## src/rtl/ram_loader.sv

```systemverilog
// Boot-time program loader: streams bytes into the CPU RAM, verifies a trailing
// checksum, then releases the CPU from clear on a match or flags an error.
module ram_loader #(
  parameter int unsigned ADDR_WIDTH     = 4,
  parameter int unsigned DATA_WIDTH     = 8,
  parameter int unsigned RELEASE_CYCLES = 2
) (
  input  logic                  clk,
  input  logic                  clear,
  input  logic                  start,
  input  logic [ADDR_WIDTH-1:0] load_len,
  input  logic [DATA_WIDTH-1:0] in_data,
  input  logic                  in_valid,
  output logic                  in_ready,
  output logic [ADDR_WIDTH-1:0] ram_addr,
  output logic [DATA_WIDTH-1:0] ram_data,
  output logic                  ram_we,
  output logic                  cpu_clear,
  output logic                  busy,
  output logic                  done,
  output logic                  error
);

  localparam int unsigned REM_W = ADDR_WIDTH + 1;
  localparam int unsigned REL_W = 4;
  localparam logic [REM_W-1:0] FULL_LEN = REM_W'(2 ** ADDR_WIDTH);
  localparam logic [REL_W-1:0] REL_LAST = REL_W'(RELEASE_CYCLES - 1);

  typedef enum logic [2:0] {
    S_IDLE, S_LOAD, S_CHECK, S_RELEASE, S_RUN, S_ERROR
  } state_t;

  state_t                state;
  logic [ADDR_WIDTH-1:0] count;
  logic [REM_W-1:0]      remaining;
  logic [DATA_WIDTH-1:0] acc;
  logic [REL_W-1:0]      rel_cnt;
  logic                  xfer;
  logic [DATA_WIDTH-1:0] sum_next;

  assign xfer     = in_valid & in_ready;
  assign sum_next = acc + in_data;

  always_ff @(posedge clk) begin
    if (clear) begin
      state     <= S_IDLE;
      cpu_clear <= 1'b1;
      in_ready  <= 1'b0;
      ram_we    <= 1'b0;
      ram_addr  <= '0;
      ram_data  <= '0;
      busy      <= 1'b0;
      done      <= 1'b0;
      error     <= 1'b0;
      count     <= '0;
      remaining <= '0;
      acc       <= '0;
      rel_cnt   <= '0;
    end else begin
      ram_we <= 1'b0;
      case (state)
        // A start from IDLE or ERROR always begins a fresh load at address 0
        S_IDLE, S_ERROR: begin
          if (start) begin
            remaining <= (load_len == '0) ? FULL_LEN : REM_W'(load_len);
            count     <= '0;
            acc       <= '0;
            state     <= S_LOAD;
            in_ready  <= 1'b1;
            busy      <= 1'b1;
            error     <= 1'b0;
          end
        end
        S_LOAD: begin
          if (xfer) begin
            ram_we    <= 1'b1;
            ram_addr  <= count;
            ram_data  <= in_data;
            count     <= count + 1'b1;
            acc       <= sum_next;
            remaining <= remaining - 1'b1;
            if (remaining == REM_W'(1)) state <= S_CHECK;
          end
        end
        // Checksum byte: the running sum including it must wrap to zero
        S_CHECK: begin
          if (xfer) begin
            in_ready <= 1'b0;
            if (sum_next == '0) begin
              state   <= S_RELEASE;
              rel_cnt <= '0;
            end else begin
              state <= S_ERROR;
              busy  <= 1'b0;
              error <= 1'b1;
            end
          end
        end
        S_RELEASE: begin
          if (rel_cnt == REL_LAST) begin
            state     <= S_RUN;
            busy      <= 1'b0;
            done      <= 1'b1;
            cpu_clear <= 1'b0;
          end else begin
            rel_cnt <= rel_cnt + 1'b1;
          end
        end
        default: ;
      endcase
    end
  end

endmodule

```

## config.mk

```make
export PLATFORM = sky130hd
export DESIGN_NAME = ram_loader
export DESIGN_NICKNAME = d
export VERILOG_FILES = /design/src/rtl/ram_loader.sv
export SDC_FILE = /design/constraint.sdc
export NUM_CORES = 1
export LEC_CHECK = 0
export CORE_AREA = 2 2 71 73
export DETAILED_ROUTE_END_ITERATION = 6
export DIE_AREA = 0 0 73 75
export HOLD_SLACK_MARGIN = 0.06
export PLACE_DENSITY = 0.73
export SKIP_LAST_GASP = 1
export SYNTH_ARGS = -nofsm -noshare
export SYNTH_HDL_FRONTEND = slang
export SYNTH_SLANG_ARGS = --single-unit
```

## constraint.sdc

```tcl
create_clock -name clk -period 3.6 [get_ports clk]
set_clock_uncertainty 0.05 [all_clocks]
set_input_delay 0.72 -clock clk [delete_from_list [all_inputs] [get_ports clk]]
set_output_delay 0.72 -clock clk [all_outputs]
set_load 0.1 [all_outputs]
```

==> run metrics <==
routability cong. roughly 0.85; DRT antenna net count 0; CP Launch Type input port; Crit. End Element flip-flop; number of synthesized flops with an enable pin 0; Final Hold Viols 0; Synth Instances approximately 270; Bufs and invs on worst path 1; Port Buf Inserts 33; drt pass-1 iters 4; Die ar. between 0.005 and 0.006 mm2; Ports 34; syn_nets around 300; Net count, final roughly 340; Die Span X around 73 um; most frequent cells in the layout 42 x dfxtp_1, 39 x nand2_1, 33 x clkdlybuf4s50_1, 28 x a21oi_1, 28 x nor2_1; total CTS buffers 5; run status complete, no violations; FF+latch count, synth 42; main flop type after synthesis dfxtp_1; core area around 0.0047 mm2; mean post-synth cell area ~8.2 um2; CP cell instances clkdlybuf4s50_1, ha_1, fa_1, xor2_1, or3_1, a221oi_2, nand3_2, o31ai_4, mux2_4; Post-DP Area 0.002634 mm2; clock buffer depth 2; vias in the first global route about 1900; first-pass GRT wire length between 8 and 9 mm; Initial DRC Count between 100 and 150; Overflow after GRT 0; yosys warns 0; routed vias 2022; post_cts resized 0; Clk pin slew, worst setup/hold paths approximately 80 ps; slowest CP cell clkdlybuf4s50_1; setup repair after global routing missed its margin false; Post-Synthesis Cell Area approximately 0.0022 mm2; CTS Root Cell clkbuf_8; Worst path max stage delay between 400 and 500 ps; Async SR Flop Fraction 0; slew at the pin with the worst max-slew slack 980.8 ps; Pwr Total roughly 1.4 mW; initial antenna violation count 0; Hold Crit Class flip-flop to flip-flop; Final WS setup slightly above 400 ps; worst vdd ir 260.0 uV; Pleak 0.9736 nW; Rel. slew slack 0.3441; Post-CTS Setup Inserts 0; pre-CTS WS slightly above 90 ps; Initial Util 0.4821; Vias/cell around 5.6; TritonCTS clock tree built; CTS sink count 42; CP top delay family adder cells; clock latency on the worst-skew pair around 300 ps; Worst EP required 3750 ps; Distinct cells, synth 53; GR Util All Layers 0.1983; max-cap violations 0; Period minus WS final around 3200 ps; Final Setup Violations 0; max-slew violation total from the final report 0; row count 25; # diodes 0; share of cells above drive strength 1 0.08143; post-DR wirelength/cell around 14 um; Clock H-tree levels 2; DP HPWL approximately 3.6 mm; Routed Wire Length between 5 and 6 mm; maximum clock rate roughly 310 MHz; DRC violations left 0; Power Dens Cells 531.0 mW/mm2; critical path type input port to flip-flop; setup TNS 0 ps; hold_buf cts 0; commonest non-fill, non-tap cell in the layout dfxtp_1; die height 75 um; largest net degree at the start of global routing 23; sequential area share after synthesis 0.3742; fin crit share 0.8862; arrival time at the worst endpoint 3340 ps; design area ~0.0027 mm2; crit path max fanout 4; Area Growth Syn to Fin 21.21%
## layout make-up
class,count,area (um2)
Clock buffer,5,68.82
Inverter,12,45.04
Timing Repair Buffer,38,367.9
Sequential cell,42,840.8
Multi-Input combinational cell,207,1313
Clock inverter,3,21.27
Tap cell,54,67.56
Fill cell,399,1937
## power by group
| group | switching [mW] | internal (mW) |
|---|---|---|
| logic | 0.366 | 0.190 |
| clock network | 0.176 | 0.136 |
| registers | 0.0636 | 0.515 |
## cell usage after synthesis (4+ instances only)
master,count,share of area
nor3b_1,5,0.017
nor3_1,6,0.013
a21oi_1,28,0.062
o21ai_0,7,0.016
buf_2,4,0.0089
nor2_1,28,0.047
a221oi_1,5,0.019
clkbuf_1,8,0.013
nor2b_1,4,0.011
ha_1,12,0.067
nand2_1,39,0.065
a22oi_1,6,0.020
nand3_1,8,0.018
inv_1,12,0.020
or3_1,4,0.011
dfxtp_1,42,0.37
## through the flow
step	utilization	hold WS (ps)	std cells
after floorplan	-	382.4	274
after global routing	0.5844	421.8	361
after global placement	0.5651	384.3	353
after CTS	0.5844	397.7	361
after detailed placement	0.5651	384.4	353
final	0.5844	393.4	361
## registers in the layout, summed over array words and instances, names as in the netlist, 3 cells and up
name / flops
state: 3
rel_cnt: 4
ram_addr: 4
acc: 8
count: 4
ram_data: 8
remaining: 5
## routing by layer
layer	up-vias	share of wire	GRT usage
met1	933	0.48	0.2614
met5	-	0	0
met2	50	0.46	0.3213
li1	1033	-	-
met3	6	0.046	0.02945
met4	0	0.012	0.09259
## path summary, 6_finish.rpt
kind | start | to | slack (ps) | depth (start not counted)
worst max-delay path | in_data[0] | rel_cnt[0] | 410 | 9
worst min-delay path | cpu_clear | cpu_clear | 390 | 2
worst max register to register | acc[0] | rel_cnt[0] | 980 | 8
worst min register to register | cpu_clear | cpu_clear | 390 | 2
## tightest hold or removal path, delay by kind of cell, from the launching register on
kind / cells / cell delay [ps]
DFF: 1 / 320
and+or+nand+nor: 2 / 90
## cell families (layout without fill, tap and decap cells)
kind of cell | count (synthesis) | after routing | share of synthesized area
muxes | 4 | 4 | 0.02004
buffers and inverters | 25 | 58 | 0.04398
adders and majority gates | 13 | 13 | 0.07572
and+or+nand+nor | 113 | 113 | 0.2456
xor gates and xnor gates | 5 | 5 | 0.01949
AOI/OAI and AO/OA | 72 | 72 | 0.2210
DFF | 42 | 42 | 0.3742
No activity file was read; power rests on OpenSTA's default activity.
